`config.mk`:
```
export PLATFORM = sky130hd
export DESIGN_NAME = gamepad_pmod_tx
export DESIGN_NICKNAME = d
export VERILOG_FILES = /design/src/rtl/gamepad_pmod_tx.sv
export SDC_FILE = /design/constraint.sdc
export NUM_CORES = 1
export LEC_CHECK = 0
export CAP_MARGIN = 10
export CELL_PAD_IN_SITES_DETAIL_PLACEMENT = 1
export CELL_PAD_IN_SITES_GLOBAL_PLACEMENT = 2
export CORE_MARGIN = 3
export CORE_UTILIZATION = 33
export CTS_BUF_LIST = sky130_fd_sc_hd__clkbuf_4 sky130_fd_sc_hd__clkbuf_8
export CTS_CLUSTER_SIZE = 28
export DETAILED_ROUTE_END_ITERATION = 10
export PLACE_DENSITY = 0.83
export SYNTH_ARGS = -nofsm -noshare
export SYNTH_HDL_FRONTEND = slang
export SYNTH_SLANG_ARGS = --single-unit
```
`constraint.sdc`:
```
create_clock -name clk -period 2.05 [get_ports clk]
set_input_delay 0.41 -clock clk [delete_from_list [all_inputs] [get_ports clk]]
set_output_delay 0.41 -clock clk [all_outputs]
set_load 0.01 [all_outputs]
```
`src/rtl/gamepad_pmod_tx.sv`:
```
// gamepad_pmod_tx: serializes two 12-button controllers onto the Gamepad Pmod wires
// (data/clk/latch); every output is registered from the next-state values.
module gamepad_pmod_tx #(
  parameter int CLK_DIV = 4,
  parameter int FRAME_GAP = 64
) (
  input  logic        clk,
  input  logic        reset,
  input  logic        enable,
  input  logic [11:0] buttons0,
  input  logic [11:0] buttons1,
  output logic        pmod_data,
  output logic        pmod_clk,
  output logic        pmod_latch,
  output logic        busy,
  output logic        frame_done
);
  localparam int M1 = (2 * CLK_DIV > FRAME_GAP) ? 2 * CLK_DIV : FRAME_GAP;
  localparam int MAXC = (M1 > 24) ? M1 : 24;
  localparam int W = $clog2(MAXC + 1);
  localparam logic [W-1:0] BIT_END = W'(2 * CLK_DIV - 1);
  localparam logic [W-1:0] HALF = W'(CLK_DIV);
  localparam logic [W-1:0] LAT_END = W'(CLK_DIV - 1);
  localparam logic [W-1:0] GAP_END = W'(FRAME_GAP - 1);
  typedef enum logic [1:0] {IDLE, SHIFT, LATCH, GAP} state_t;
  state_t state, state_n;
  logic [W-1:0] cnt, cnt_n;
  logic [4:0] idx, idx_n;
  logic [23:0] sr, sr_n;
  logic start;
  always_comb begin
    state_n = state;
    cnt_n = cnt + 1'b1;
    idx_n = idx;
    sr_n = sr;
    start = 1'b0;
    case (state)
      IDLE: begin
        cnt_n = '0;
        start = enable;
      end
      SHIFT:
        if (cnt == BIT_END) begin
          cnt_n = '0;
          state_n = (idx == 5'd0) ? LATCH : SHIFT;
          idx_n = (idx == 5'd0) ? idx : idx - 5'd1;
          sr_n = {sr[22:0], 1'b0};
        end
      LATCH:
        if (cnt == LAT_END) begin
          cnt_n = '0;
          state_n = GAP;
        end
      default:
        if (cnt == GAP_END) begin
          cnt_n = '0;
          state_n = IDLE;
          start = enable;
        end
    endcase
    // a snapshot in IDLE or at the end of the gap enters SHIFT at bit 23
    if (start) begin
      state_n = SHIFT;
      idx_n = 5'd23;
      sr_n = {buttons1, buttons0};
    end
  end
  always_ff @(posedge clk or posedge reset)
    if (reset) begin
      state <= IDLE;
      cnt <= '0;
      idx <= '0;
      sr <= '0;
      pmod_data <= 1'b0;
      pmod_clk <= 1'b0;
      pmod_latch <= 1'b0;
      busy <= 1'b0;
      frame_done <= 1'b0;
    end else begin
      state <= state_n;
      cnt <= cnt_n;
      idx <= idx_n;
      sr <= sr_n;
      pmod_data <= (state_n == SHIFT) && sr_n[23];
      pmod_clk <= (state_n == SHIFT) && (cnt_n >= HALF);
      pmod_latch <= state_n == LATCH;
      busy <= (state_n == SHIFT) || (state_n == LATCH);
      frame_done <= (state_n == GAP) && (state != GAP);
    end
endmodule

```
# Word level (Yosys, flattened, before mapping)
# Index checks and enable logic that the tools add are counted.
# classes
muxes,19
n_bitwise,0
n_shift,0
n_reduce_logical,11
mul,0
n_div,0
magnitude_cmp,1
addsub,2
eq_ne,10
# op_table
operator,count
2-to-1 mux 24 bit,3
2-to-1 mux 7 bit,3
case mux 7 bit (3 select lines),1
2-to-1 mux 5 bit,4
2-to-1 mux 2 bit,5
"adder 7 x 1 -> 7 bit, second input constant",1
"equality test 7 x 2 -> 1 bit, second input constant",1
"equality test 7 x 3 -> 1 bit, second input constant",1
"equality test 7 x 6 -> 1 bit, second input constant",1
">= comparator 7 x 3 -> 1 bit, second input constant",1
"equality test 2 bit, second input constant",3
case mux 2 bit (3 select lines),1
logical NOT 5 bit,1
"subtractor 5 x 1 -> 5 bit, second input constant",1
"equality test 2 x 1 -> 1 bit, second input constant",2
"!= test 2 bit, second input constant",2
nonzero test 2 bit,2
logical AND 1 bit,3
AND reduction 3 bit,1
logical NOT 2 bit,1
case mux 1 bit (2 select lines),1
AND reduction 2 bit,1
OR reduction 2 bit,1
logical OR 1 bit,1
2-to-1 mux 1 bit,1
# totals
regBits,43
mem_count,0
output_inout_bits,5
wordCells,53
inputBits,27
ramBits,0
latch_bits,0
mem_bits_ro,0

# Logic depth before layout (Yosys ltp)
# Gate-level depths: netlist (run 1).
# logic_depth
depth_word,7
mapped_depth,8
depth_no_buf,8

# Worst setup path before layout (run 1)
# No wires, ideal clock.
# synth_timing
path_kind,reg2reg
startpoint,register cnt[0]
endpoint,register pmod_clk
path_buffers,1
path_stages_with_launch,9
period_less_slack_ps,2164
slack_ps,-114
required_ps,1928
arrival_time_ps,2042
setup_time_ps,122
cell_sequence,dfrtp_1 ha_1 buf_2 nand2_1 or3_1 o311ai_0 o21ai_0 ha_1 o2111a_1
# synth_via
elab_chain_cells,6
word_cells_on_any_way,18
classes_between,add/sub: 1; order compare: 1; eq/ne: 4; mux: 11; reduce/logical: 1
# synth_rtl
element,line_no,rtl
from (decl),27,"logic [W-1:0] cnt, cnt_n;"
from (signal assigned),81,cnt <= cnt_n;
"equality test 7 x 6 -> 1 bit, or another cell as far along",55,if (cnt == GAP_END) begin
"2-to-1 mux 2 bit, or another cell as far along",55,
case mux 2 bit (3 select lines) or case mux 1 bit (2 select lines) (tied branches),37,case (state)
2-to-1 mux 2 bit *,62,if (start) begin
via state_n[0],26,"state_t state, state_n;"
equality test 2 x 1 -> 1 bit *,85,pmod_clk <= (state_n == SHIFT) && (cnt_n >= HALF);
logical AND 1 bit *,85,
to (signal assigned),85,
to (decl),13,"output logic pmod_clk,"
# Mark *: on every way through the listed nets, which the timed path passes. The rest lies on a longest branch.
# A chain may end at the register's enable or synchronous reset.

# Worst setup path in the final report (run 1)
# layout_timing
startpoint,register cnt[5]
endpoint,register pmod_clk
# layout_via
elab_chain_cells,6
word_cells_on_any_way,18
classes_between,add/sub: 1; order compare: 1; eq/ne: 4; mux: 11; reduce/logical: 1
# layout_rtl
element,line_no
"parallel branches: the longest is 5 deep, another holds adder 7 x 1 -> 7 bit",n/a
logical AND 1 bit *,85
# Every way passes the cells marked *.

==> results of run 1 <==
[repair_timing]
| item | 4_1_cts | 5_1_grt |
|---|---|---|
| resized for setup | 2 | 10 |
| hold buffers | 0 | 0 |
| pin swaps | 0 | 2 |
| setup endpoints to repair | 3 | 6 |
| setup buffers | 0 | 2 |
[power breakdown]
part | leakage (nW) | internal, mW | switching (mW) | total (mW)
combinational | 0.704 | 0.594 | 0.466 | 1.06
sequential | 0.524 | 1.15 | 0.215 | 1.37
clock | 0.0612 | 0.394 | 0.289 | 0.683
[Yosys cell counts, types with 3 or more instances]
library cell	number
and3_1	26
inv_1	5
a21oi_1	4
xnor2_1	3
buf_6	4
dfrtp_1	43
or3_1	4
a31oi_1	3
o21ai_0	6
nand2_1	8
clkbuf_1	6
nand3_1	9
a221o_1	22
buf_2	3
nand4_1	3
nor2_1	11
ha_1	6
[through the flow]
step	total power, mW	area [um2]	hold WS (ps)	instances	TNS [ps]
final	3.109	2819	452.4	314	0
after detailed placement	2.385	2635	497.0	304	-7.108
after CTS	3.100	2761	458.1	312	0
after global routing	3.324	2819	477.6	314	-13.22
after global placement	2.343	2635	496.6	304	0
after floorplan	1.992	2151	474.7	195	0
[kinds of logic after synthesis]
kind of cell,Yosys count,synth area share (%)
and+or+nand+nor,71,19.31
AOI/OAI and AO/OA,48,19.08
DFF,43,50.03
buffers and inverters,21,5.526
adders and majority gates,6,3.490
xor gates and xnor gates,5,2.036
muxes,1,0.5235
[worst max-delay path, stage by stage (launching register included)]
cell and delay (ps):
dfrtp_2 450, nor4_4 370, and3_1 240, a31oi_1 120
or2_2 310, ha_1 210, o2111a_1 150
[final cells by class]
class	count	area (um2)
sequential	43	1080
fill	669	3312
multi-input combinational	131	1003
clock inverter	2	35.03
inverter	5	18.77
clock buffer	6	82.58
tap	75	93.84
timing repair buffer	52	505.5
[path summary, 6_finish.rpt]
| check | depth (start not counted) | start | to |
|---|---|---|---|
| max in group asynchronous | 3 | reset | state[0]$_DFF_PP0_ |
| setup / recovery | 6 | cnt[5]$_DFF_PP0_ | pmod_clk$_DFF_PP0_ |
| hold / removal | 3 | reset | sr[1]$_DFFE_PP0P_ |
| min in group clk | 1 | sr[12]$_DFFE_PP0P_ | sr[13]$_DFFE_PP0P_ |
| setup reg to reg | 6 | cnt[5]$_DFF_PP0_ | pmod_clk$_DFF_PP0_ |
| hold reg to reg | 1 | sr[12]$_DFFE_PP0P_ | sr[13]$_DFFE_PP0P_ |
[registers in the layout, summed over array words and instances (netlist names)]
name        cells
busy            1
cnt             7
frame_done      1
idx             5
pmod_clk        1
pmod_data       1
pmod_latch      1
sr             24
state           2
[routing by layer]
layer	wire [um]	global-route usage [%]	vias up
li1	-	-	829
met1	2678	22.86	874
met2	2646	24.34	44
met3	287	3.232	7
met4	57	3.824	0
met5	0	0	-
==> flow_summary.yaml, run 1 <==
power_and_ir_drop:
  peakVddDrop_v: 0.0007803
  power_density_nw_per_um2: 1103
  p_leak_nw: 1.289
global_routing:
  grt_pass1_wl_um: 9411
  grt.overflow.total: 0
  grt_max_degree: 44
  grt_usage_pct: 15.83
  grt_antenna_before_repair: 0
  grt_pass1_vias: 1838
routing:
  drtIter0Drc: 129
  vias: 1754
  first_pass_iters: 4
  drc: 0
  wl_per_cell_um: 18.05
  vias_per_cell: 5.586
  postRouteAntennaNets: 0
  totalWireLength_um: 5669
setup_path:
  endpoint_kind: "flop"
  cp_data_required_time_ps: 2240
  cp_max_fo: 4
  criticalPathCategory: "flop to flop"
  arrival_ps: 2140
  r2r_setup_slack_ps: 100
  startpoint_type: "flop"
logic_synthesis:
  ys.flop_type: "dfrtp_1"
  yosysWarnings: 0
  async_flop_share_pct: 100.0
  post_synth.cell_area_avg_um2: 11.03
  synth_edf_count: 0
  syn_area_um2: 2151
  synth_top_area_share_pct: 50.03
  synth.area.top_cells: "dfrtp_1, a221o_1, and3_1"
  ys_seq_area_share_pct: 50.03
  yosysTopAreaCell: "dfrtp_1"
  ys_seq_elements: 43
  synthesis.nets: 228
  syn_inst: 195
  synth_cell_types: 39
sta:
  max-slew-margin-rel_pct: 70.92
  skew_ps: 2.054
  min_period_ps: 1953
  fmax_mhz: 512.0
  final-max-slew-violation-count: 0
  fin_crit_sh_pct: 95.27
  hold_violations: 0
  setup_viol: 0
  fin_ws_ps: 96.93
  worst_pin_slew_ps: 433.6
clock_network:
  clk_latency_ps: 290
  clock_sinks: 43
  clockBufferDepth: 2
  cts_tree: "built"
  root_buffer: "clkbuf_8"
  tritoncts.num_buffers: 5
  clkTransAtPathRegs_ps: 80
  h-tree-depth: 2
placed_design:
  place.gp.congestion: 0.8047
  place_ws_ps: -7.108
  io_buffers: 31
  post-dp-hpwl_um: 3837
finish:
  drive_gt1_share_pct: 18.41
  final_common_cell: "dfrtp_1"
  utilization_pct: 45.98
  final_cell_mix: "dfrtp_1, clkdlybuf4s50_1, and3_1, a221o_1, buf_4"
  diodes: 0
  area_growth_pct: 31.06
  fin_nets: 271
status:
  status: "finished clean"
run:
  cap_violations: 0
hold_path:
  hold_path.class: "primary input to asynchronous set/reset pin"
die:
  io_pins: 32
  fp.dieW_um: 86.73
  fp.coreArea_um2: 6131
  die-area_um2: 7522
  die_h_um: 86.73
  start_util_pct: 35.08
  rows: 28
(Power assumes the default switching activity.)
==> run 2: changes to the inputs <==
- CORE_UTILIZATION: 33 -> 39
- GPL_TIMING_DRIVEN: default -> 0
- PLACE_DENSITY: 0.83 -> 0.92
- clock period: 2.05 -> 2.4 ns (I/O delays scaled with it)
==> flow_summary.yaml, run 2 (synthesis results as in run 1) <==
status:
  status: "finished clean"
setup_path:
  path_delay_family: "compound AO/OA/AOI/OAI gates"
  critical_path.cell_chain: "ha_1 > buf_2 > nand2_1 > or3_1 > o311ai_4 > o21ai_2 > ha_1 > o211a_1"
  crit_top_cell: "ha_1"
  r2r_setup_slack_ps: 170
  cp_max_fo: 10
  endpoint_kind: "flop"
  cp_num_buf_inv: 1
  criticalPathCategory: "flop to flop"
  startpoint_type: "flop"
  cp_slowest_stage_delay_ps: 440
  cp_data_required_time_ps: 2570
  arrival_ps: 2400
  cpMaxStageDelayCell: "or3_1"
finish:
  fill_cells: 566
  final_common_cell: "dfrtp_1"
  diodes: 0
  fin_nets: 267
  area_growth_pct: 25.89
  reg_top3: "sr x24, cnt x7, idx x5"
  final_cell_mix: "dfrtp_1, clkdlybuf4s50_1, and3_1, a221o_1, nor2_1"
  drive_gt1_share_pct: 12.82
  final_cells: 304
  largest_reg_flops: 24
  top_register: "sr"
routing:
  first_pass_iters: 6
  totalWireLength_um: 5239
  vias_per_cell: 5.615
  drtIter0Drc: 77
  vias: 1707
  drc: 0
  wl_per_cell_um: 17.23
  postRouteAntennaNets: 0
clock_network:
  h-tree-depth: 2
  cts_tree: "built"
  clk_latency_ps: 300
  clock_sinks: 43
  tritoncts.num_buffers: 5
  clockBufferDepth: 2
  root_buffer: "clkbuf_8"
  clkTransAtPathRegs_ps: 80
die:
  die_h_um: 80.26
  fp.coreArea_um2: 5205
  rows: 26
  io_pins: 32
  die-area_um2: 6442
  fp.dieW_um: 80.26
  start_util_pct: 41.32
global_routing:
  grt_usage_pct: 18.16
  use_met1_pct: 24.72
  grt_pass1_wl_um: 8921
  grt.overflow.total: 0
  grt_pass1_vias: 1791
  grt.busiest_layer: "met2"
  grt_max_degree: 31
  grt_util_met2_pct: 28.15
  use_met3_pct: 4.933
  grt_antenna_before_repair: 0
sta:
  hold_violations: 0
  final-max-slew-violation-count: 0
  setup_viol: 0
  worst_pin_slew_ps: 505.7
  fin_crit_sh_pct: 92.81
  fmax_mhz: 448.9
  max-slew-margin-rel_pct: 66.29
  rsz0062_at_grt: "false"
  skew_ps: 14.51
  min_period_ps: 2228
placed_design:
  io_buffers: 30
  place.gp.congestion: 0.7676
  dp_cells: 296
  post-dp-hpwl_um: 3888
power_and_ir_drop:
  power_density_nw_per_um2: 935.0
  p_leak_nw: 1.243
  peakVddDrop_v: 0.0003461
  p_total_mw: 2.532
hold_path:
  hold_path.class: "primary input to asynchronous set/reset pin"
run:
  cap_violations: 0
## run 2: cell count changes in the layout (fill, tap and decap cells not counted), moves of 2 or more
| cell | change |
|---|---|
| clkbuf_2 | +2 |
| dfrtp_2 | -3 |
| buf_2 | +3 |
| clkbuf_1 | +6 |
| buf_6 | +4 |
| dfrtp_1 | +3 |
| buf_12 | -2 |
| buf_4 | -16 |
## run 2: metrics by stage
step / setup WS [ps] / hold WS (ps) / area [um2] / utilization (%) / setup TNS [ps]
final: 172.5 / 455.5 / 2708 / 52.02 / 0
after global placement: -113.4 / 486.3 / 2539 / 48.77 / -239.6
after detailed placement: -183.5 / 499.5 / 2559 / 49.16 / -450.8
after CTS: 9.475 / 456.9 / 2665 / 51.20 / 0
after floorplan: 235.9 / 474.7 / 2151 / - / 0
after global routing: 4.960 / 487.7 / 2708 / 52.02 / 0
## run 2: power by group
part	switching (mW)	total, mW	internal (mW)
Combinational	0.395	0.839	0.444
Sequential	0.152	1.13	0.981
Clock	0.243	0.559	0.316
## run 2: layout make-up
class / count / area, um2 / area share [%]
plain buffers: 16 / 100.1 / 3.697
clock buffers: 6 / 76.32 / 2.819
clock inverters: 1 / 30.03 / 1.109
inverters: 5 / 18.77 / 0.6932
multi-input cells: 131 / 991.0 / 36.60
flip-flops and latches: 43 / 1076 / 39.74
well taps: 70 / 87.58 / 3.235
repair buffers: 32 / 327.8 / 12.11
## run 2: worst paths after layout
| path | startpoint | end | cells after the start |
|---|---|---|---|
| worst max-delay path | cnt[1]$_DFF_PP0_ | pmod_data$_DFF_PP0_ | 8 |
| worst min-delay path | reset | idx[1]$_DFFE_PP0P_ | 2 |
| min in group clk | sr[8]$_DFFE_PP0P_ | sr[9]$_DFFE_PP0P_ | 1 |
| worst max register to register | cnt[1]$_DFF_PP0_ | pmod_data$_DFF_PP0_ | 8 |
| max in group asynchronous | reset | sr[23]$_DFF_PP0_ | 3 |
| worst min register to register | sr[8]$_DFFE_PP0P_ | sr[9]$_DFFE_PP0P_ | 1 |
## run 2: metal layers
layer | share of wire (%) | vias up
met5 | 0 | -
met4 | 1.4 | 0
met3 | 3.8 | 7
met2 | 48 | 23
met1 | 47 | 856
li1 | - | 821
## run 2: timing repair
item | in CTS | in global routing
endpoints found under the setup margin | 3 | 6
setup buffers | 0 | 1
pin swaps | 0 | 0
gates resized for setup | 2 | 5
hold buffers | 0 | 0
cloned | 0 | 0
